### config.mk
export PLATFORM = sky130hd
export DESIGN_NAME = doodle_motion_ctrl
export DESIGN_NICKNAME = d
export VERILOG_FILES = /design/src/rtl/doodle_motion_ctrl.sv
export SDC_FILE = /design/constraint.sdc
export NUM_CORES = 1
export LEC_CHECK = 0
export BUFFER_PORTS_ARGS = -buffer_cell sky130_fd_sc_hd__buf_2
export CORE_MARGIN = 2
export CORE_UTILIZATION = 42
export CTS_CLUSTER_SIZE = 16
export DETAILED_ROUTE_END_ITERATION = 10
export PLACE_DENSITY = 0.71
export SYNTH_ARGS = -nofsm -noshare
export SYNTH_HDL_FRONTEND = slang
export SYNTH_SLANG_ARGS = --single-unit
### constraint.sdc
create_clock -name Clk -period 2.1 [get_ports Clk]
set_clock_uncertainty 0.1 [all_clocks]
set_input_delay 0.315 -clock Clk [delete_from_list [all_inputs] [get_ports Clk]]
set_output_delay 0.315 -clock Clk [all_outputs]
set_load 0.01 [all_outputs]
### src/rtl/doodle_motion_ctrl.sv
// Per-frame doodle motion sequencer that follows the jump FSM phase (I/Up/Down/Done) and drives position, jump progress and scroll.
// Registered outputs, visible one cycle after a frame tick; no backpressure, and the outputs freeze while the phase is game over.
module doodle_motion_ctrl #(
  parameter int JUMP_HEIGHT = 120,
  parameter int V_STEP      = 2,
  parameter int H_STEP      = 3,
  parameter int X_START     = 459,
  parameter int Y_START     = 485,
  parameter int X_MIN       = 157,
  parameter int X_MAX       = 761,
  parameter int V_MIDDLE    = 275,
  parameter int Y_FLOOR     = 530
) (
  input  logic       Clk,
  input  logic       Reset,
  input  logic       frame_tick,
  input  logic       q_I,
  input  logic       q_Up,
  input  logic       q_Down,
  input  logic       q_Done,
  input  logic       btn_left,
  input  logic       btn_right,
  output logic [9:0] object_x,
  output logic [9:0] object_y,
  output logic [9:0] up_count,
  output logic [9:0] scroll,
  output logic       land_pulse,
  output logic       sm_err
);

  localparam logic [9:0]  C_X_START = 10'(X_START);
  localparam logic [9:0]  C_Y_START = 10'(Y_START);
  localparam logic [9:0]  C_X_MIN   = 10'(X_MIN);
  localparam logic [9:0]  C_X_MAX   = 10'(X_MAX);
  localparam logic [9:0]  C_V_MID   = 10'(V_MIDDLE);
  localparam logic [9:0]  C_Y_FLOOR = 10'(Y_FLOOR);
  localparam logic [9:0]  C_JH      = 10'(JUMP_HEIGHT);
  localparam logic [9:0]  C_V_STEP  = 10'(V_STEP);
  localparam logic [9:0]  C_H_STEP  = 10'(H_STEP);
  localparam logic [9:0]  C_MAX10   = 10'd1023;
  localparam logic [10:0] E_X_MIN   = 11'(X_MIN);
  localparam logic [10:0] E_X_MAX   = 11'(X_MAX);
  localparam logic [10:0] E_V_MID   = 11'(V_MIDDLE);
  localparam logic [10:0] E_Y_FLOOR = 11'(Y_FLOOR);
  localparam logic [10:0] E_JH      = 11'(JUMP_HEIGHT);
  localparam logic [10:0] E_V_STEP  = 11'(V_STEP);
  localparam logic [10:0] E_H_STEP  = 11'(H_STEP);
  localparam logic [10:0] E_MAX10   = 11'd1023;

  typedef enum logic [1:0] {P_WAIT = 2'd0, P_RISE = 2'd1, P_FALL = 2'd2, P_HALT = 2'd3} phase_t;

  phase_t     r_phase, w_phase_nxt;
  logic       w_illegal, w_jump_start;
  logic [9:0] r_x, r_y, r_up, r_scroll;
  logic       r_land, r_err;
  logic [9:0] w_x_mv, w_y_rise, w_y_fall, w_up_rise, w_scroll_rise;

  always_ff @(posedge Clk or posedge Reset) begin
    if (Reset) r_phase <= P_WAIT;
    else       r_phase <= w_phase_nxt;
  end

  // Anything other than exactly one phase bit is treated as a broken FSM and parks us in HALT.
  always_comb begin
    w_phase_nxt = P_HALT;
    w_illegal   = 1'b0;
    case ({q_I, q_Up, q_Down, q_Done})
      4'b1000: w_phase_nxt = P_WAIT;
      4'b0100: w_phase_nxt = P_RISE;
      4'b0010: w_phase_nxt = P_FALL;
      4'b0001: w_phase_nxt = P_HALT;
      default: w_illegal   = 1'b1;
    endcase
  end

  assign w_jump_start = (w_phase_nxt == P_RISE) && ((r_phase == P_WAIT) || (r_phase == P_FALL));

  // Clamps compare in 11 bits so a step past either screen edge can never wrap.
  always_comb begin
    w_x_mv = r_x;
    if (btn_left && !btn_right)
      w_x_mv = ({1'b0, r_x} < E_X_MIN + E_H_STEP) ? C_X_MIN : r_x - C_H_STEP;
    else if (btn_right && !btn_left)
      w_x_mv = ({1'b0, r_x} + E_H_STEP > E_X_MAX) ? C_X_MAX : r_x + C_H_STEP;

    w_up_rise = ({1'b0, r_up} + E_V_STEP > E_JH) ? C_JH : r_up + C_V_STEP;
    w_y_fall  = ({1'b0, r_y} + E_V_STEP > E_Y_FLOOR) ? C_Y_FLOOR : r_y + C_V_STEP;

    if ({1'b0, r_y} < E_V_MID + E_V_STEP) begin
      w_y_rise      = C_V_MID;
      w_scroll_rise = ({1'b0, r_scroll} + E_V_STEP > E_MAX10) ? C_MAX10 : r_scroll + C_V_STEP;
    end else begin
      w_y_rise      = r_y - C_V_STEP;
      w_scroll_rise = r_scroll;
    end
  end

  always_ff @(posedge Clk or posedge Reset) begin
    if (Reset) begin
      r_x      <= C_X_START;
      r_y      <= C_Y_START;
      r_up     <= '0;
      r_scroll <= '0;
      r_land   <= 1'b0;
      r_err    <= 1'b0;
    end else begin
      r_land <= w_jump_start;
      if (w_illegal) r_err <= 1'b1;
      if (r_phase == P_WAIT) begin
        r_x      <= C_X_START;
        r_y      <= C_Y_START;
        r_up     <= '0;
        r_scroll <= '0;
      end else if (frame_tick && (r_phase != P_HALT)) begin
        r_x <= w_x_mv;
        if (r_phase == P_RISE) begin
          r_y      <= w_y_rise;
          r_up     <= w_up_rise;
          r_scroll <= w_scroll_rise;
        end else begin
          r_y <= w_y_fall;
        end
      end
      // A new jump always restarts the climb count, even if a rise step landed this edge.
      if (w_jump_start) r_up <= '0;
    end
  end

  assign object_x   = r_x;
  assign object_y   = r_y;
  assign up_count   = r_up;
  assign scroll     = r_scroll;
  assign land_pulse = r_land;
  assign sm_err     = r_err;

endmodule
# Word level (Yosys, flattened, before mapping)
# Cells that the tools add are included.
# totals
word_cells,71
reg_bits,44
# op_classes
order_cmp,6
n_reduce_logical,18
add_sub_neg,10
n_eq_ne,8
n_mux,22
# op_table
operator,n
2-to-1 mux 10 bit,21
adder 10 x 2 -> 11 bit (second input constant),4
adder 10 x 2 -> 10 bit (second input constant),4
greater-than comparator 11 x 10 -> 1 bit (second input constant),3
subtractor 10 x 2 -> 10 bit (second input constant),2
greater-than comparator 11 x 7 -> 1 bit (second input constant),1
< comparator 10 x 8 -> 1 bit (second input constant),1
< comparator 10 x 9 -> 1 bit (second input constant),1
nonzero test 3 bit,3
case mux 2 bit (3 select lines),1
nonzero test 2 bit,3
== test 2 x 1 -> 1 bit (second input constant),2
== test 4 x 1 -> 1 bit (second input constant),1
== test 4 x 2 -> 1 bit (second input constant),1
== test 4 x 3 -> 1 bit (second input constant),1
== test 4 bit (second input constant),1
logical AND 1 bit,4
AND reduction 2 bit,2
OR reduction 4 bit,1
AND reduction 3 bit,1
== test 2 bit (second input constant),1
zero test 1 bit,2
zero test 2 bit,1
!= test 2 bit (second input constant),1
logical OR 1 bit,1

# Longest topological paths before layout
# depth
ltp_word,7
ltp_mapped,10
mapped_depth_nobuf,8

# Worst setup path after synthesis
# No wires, ideal clock.
# synth_timing
path_type,register to register
from,"register r_x[0], in the netlist object_x[0]"
to,"register r_x[1], in the netlist object_x[1]"
path_stages_with_launch,11
n_path_buf,2
required_ns,1.917
slack_ns,-0.266
synth_period_minus_slack_ns,2.366
arrival_time_ns,2.183
path_cell_list,dfstp_2 > buf_2 > inv_1 > ha_1 > buf_2 > nor3b_1 > o211ai_1 > a31oi_1 > o2bb2ai_2 > a211oi_1 > o32a_1
# synth_between
elab_chain_cells,7
elab_cells_between_ends,11
classes_between,3 x add/sub; 2 x order compare; 6 x mux
# synth_lines
item,line,text
start: declaration,54,"logic [9:0] r_x, r_y, r_up, r_scroll;"
start signal: assignment,115,r_x <= w_x_mv;
adder 10 x 2 -> 11 bit,84,"w_x_mv = ({1'b0, r_x} + E_H_STEP > E_X_MAX) ? C_X_MAX : r_x + C_H_STEP;"
greater-than comparator 11 x 10 -> 1 bit,84,
2-to-1 mux 10 bit,84,
2-to-1 mux 10 bit,83,else if (btn_right && !btn_left)
2-to-1 mux 10 bit *,81,if (btn_left && !btn_right)
2-to-1 mux 10 bit *,114,end else if (frame_tick && (r_phase != P_HALT)) begin
2-to-1 mux 10 bit *,109,if (r_phase == P_WAIT) begin
# Mark *: on every way between the ends. The rest lies on a longest branch, timed or not. The select of a mux whose other input is x is not followed.
# A chain may end at the register's enable or synchronous reset.

# Worst setup path after layout
# layout_timing
from,"register r_y[5], in the netlist object_y[5]"
to,"register r_y[2], in the netlist object_y[2]"
# layout_between
elab_chain_cells,6
elab_cells_between_ends,8
classes_between,1 x add/sub; 2 x order compare; 5 x mux
# layout_lines
item,line,text
start: declaration,54,
start signal: assignment,117,r_y <= w_y_rise;
start signal: assignment,121,r_y <= w_y_fall;
adder 10 x 2 -> 11 bit,87,"w_y_fall = ({1'b0, r_y} + E_V_STEP > E_Y_FLOOR) ? C_Y_FLOOR : r_y + C_V_STEP;"
greater-than comparator 11 x 10 -> 1 bit,87,
2-to-1 mux 10 bit,87,
2-to-1 mux 10 bit *,116,if (r_phase == P_RISE) begin
2-to-1 mux 10 bit *,114,
2-to-1 mux 10 bit *,109,
# Marked as above.

==> metrics.txt <==
status=finished, violations left; failing checks=negative setup slack; Post-synth top flop=dfrtp_1; critical path depth=8; Mean Syn Cell Area=8.08 um^2; Clock Tree Root=clkbuf_8; Post-Route WL=10500 um; layout cells sized above 1=0.412; Post-route DRC=0; Hold Crit Class=in -> async; internal cell power=2.89 mW; global-route wire length before repair=16400 um; Async S/R FF share, synth=1.00; DR vias=3728; largest net degree at the start of global routing=44; footprint of the multi-input gates=0.00246 mm^2; grt ovf=0; slowest cell delay on critical path=0.57 ns; Final #Nets=532; Routed wire per std cell=17.0 um; Final Max Slew Viols=0; startpoint type of the worst setup path=register; Final Cell Area=0.00467 mm^2; Syn Nets=429; area delta synth->final=40.7%; Sequential Power Share=0.267; arrival time worst endpoint=2.35 ns; Pleak=1.95 nW; vias per cell=6.04; CTS tree=done; crit path time final=2.23 ns; Worst Tran Pin Value=0.704 ns; Die H=92.9 um; Setup crit end kind=register; global-route usage over all layers=0.232; kind of critical path=reg -> reg; setup violators final=12; fin crit share=1.06; Worst Reg2Reg Path Length in Cells=8; Post-Syn Area=0.00332 mm^2; hold violation count in the final report=0; Fillers=660; clock slew at reported path FFs=0.08 ns; Worst Path Max Fanout=7; #FFs+latches synth=43; die area=0.00863 mm^2; Pwr Density=1120 mW/mm^2; DRT iter0 DRCs=328; Num Clock Sinks=43; final hold slack=0.0418 ns; Core Util, Final=0.607; Critical Path Most Common Cell=buf_4; final antenna-violating net count=0; clk_lat worst skew=0.30 ns; Psw=2.32 mW; fmax=448 MHz; DP Area=0.00411 mm^2; Rows=32; Post-Place Cells=598; EDFF count, synth=0; Initial DRT Pass Iterations=5; non-filler cells in the finished layout=617; slowest CP cell=dfstp_2; Port Buf Inserts=49; Core Area=0.00769 mm^2; CTS max path bufs=2; RSZ-0062 raised after global routing=true; # Max-Cap Violations=0; Distinct cells, synth=69; Ys Warns=0; cell family with most CP delay=flip-flops; Clock Power Share=0.111; logic gate share of total power=0.622; peak supply drop=559 uV; FF/Latch Area=0.00109 mm^2; CTS Buf Count=5; io pins=51; proportion of synthesized chip area in sequential cells=0.329; placer's final routability congestion estimate=0.921; Required @ worst endpoint=2.22 ns; Switching Share=0.446; initial core utilization=0.432; Worst Path Buf+Inv=2; detailed placement HPWL=7210 um; Cells after Synth=411; initial antenna violation count=0; H-tree depth=2; DIE WIDTH=92.9 um; vias in the first global route=3433; hold-fix buffer count after cts=0; antenna cells=0; final worst slack=-0.133 ns; Worst slew margin=0.531; CP cell instances=buf_4, xor2_1, or3_4, o211ai_1, buf_4, and3_4, a32oi_1, a22oi_1
## metrics by stage
step / total power [mW] / setup TNS, ns / setup WS (ns)
2_1_floorplan: 2.88 / -0.259 / -0.0767
3_3_place_gp: 3.79 / -0.211 / -0.0722
3_5_place_dp: 3.86 / -1.23 / -0.159
4_1_cts: 4.71 / -0.321 / -0.117
5_1_grt: 5.52 / -1.85 / -0.190
6_report: 5.21 / -0.685 / -0.133
## state kept, by name (all words and copies together) (netlist names)
register    cells
sm_err          1
object_x       10
land_pulse      1
up_count        9
object_y       10
r_phase         2
scroll         10
## layout by cell type, fill, tap and decap left out, types with 5 or more instances in the layout
master | synthesis | final
buf_4 | 2 | 65
buf_2 | 12 | 49
nor2_1 | 36 | 36
nand2_1 | 35 | 31
o21ai_0 | 40 | 30
dfrtp_1 | 31 | 28
inv_1 | 22 | 19
a21oi_1 | 22 | 18
nand3_1 | 17 | 14
dfstp_2 | 12 | 12
nor3_1 | 12 | 11
xnor2_1 | 9 | 9
o21ai_1 | 1 | 7
a21o_1 | 8 | 7
clkbuf_8 | 0 | 7
a211oi_2 | 0 | 6
xor2_1 | 7 | 6
o211ai_1 | 6 | 6
a22o_1 | 6 | 6
and2_1 | 7 | 6
ha_1 | 9 | 6
nand2b_1 | 5 | 5
o22ai_1 | 7 | 5
## worst paths after layout
check | start | end | slack [ns]
min | Reset | scroll[0] | 0.04
min in group Clk | q_Up | r_phase[0] | 0.16
max | object_y[5] | object_y[2] | -0.13
min reg2reg | sm_err | sm_err | 0.37
max reg2reg | object_y[5] | object_y[2] | -0.13
max in group asynchronous | Reset | object_y[3] | 1.46
## kinds of logic (layout without fill, tap and decap cells)
logic type      Yosys count  count (layout)  share of synthesized area
xor+xnor                 16              16                     0.0422
mux                       3               3                    0.00980
fa+ha+maj                10              10                     0.0369
flops                    43              43                      0.329
simple gates            150             150                      0.234
compound gates          143             143                      0.289
other cells               1               1                    0.00113
buf+inv                  45             149                     0.0580
## cell usage after synthesis (6+ instances only)
master / count / area [um^2]
a211oi_1: 6 / 45.0
a21o_1: 8 / 60.1
a21oi_1: 22 / 110
a22o_1: 6 / 52.6
a31oi_1: 8 / 50.1
and2_1: 7 / 43.8
buf_2: 12 / 60.1
clkbuf_1: 8 / 30.0
dfrtp_1: 31 / 776
dfstp_2: 12 / 315
ha_1: 9 / 113
inv_1: 22 / 82.6
nand2_1: 35 / 131
nand3_1: 17 / 85.1
nor2_1: 36 / 135
nor3_1: 12 / 60.1
o211ai_1: 6 / 45.0
o21ai_0: 40 / 200
o22ai_1: 7 / 43.8
o31ai_1: 6 / 45.0
xnor2_1: 9 / 78.8
xor2_1: 7 / 61.3
## metal layers
| layer | wire (um) | part of all wire | GRT usage |
|---|---|---|---|
| met4 | 178 | 0.017 | 0.0613 |
| met2 | 5130 | 0.49 | 0.392 |
| met3 | 633 | 0.060 | 0.0285 |
| met5 | 0 | 0 | 0 |
| met1 | 4570 | 0.44 | 0.314 |
## worst reg2reg max path, cell delays in order (launching register included)
cell      delay (ns)
dfstp_2         0.57
buf_4           0.19
xor2_1          0.11
or3_4           0.38
o211ai_1        0.18
buf_4           0.18
and3_4          0.17
a32oi_1         0.09
a22oi_1         0.19
## final cells by class
class,instances,area share
timing repair buffer,119,0.172
inverter,22,0.0182
tap,102,0.0273
clock buffer,8,0.0214
sequential,43,0.234
multi-input combinational,323,0.527
## power by group through the flow
stage               sequential [mW]  combinational, mW  clock, mW
floorplan                      1.39               1.49          0
global placement               1.38               2.41          0
detailed placement             1.39               2.47          0
CTS                            1.36               2.76      0.596
global route                   1.41               3.48      0.628
finish                         1.39               3.24      0.580
## timing repair
| action | CTS | global route |
|---|---|---|
| setup buffers | 6 | 5 |
| resized for setup | 28 | 51 |
| setup endpoints to repair | 17 | 24 |
| hold endpoints to repair | 0 | 0 |
| pin swaps | 20 | 26 |
Power figures use the tool's default switching activity.
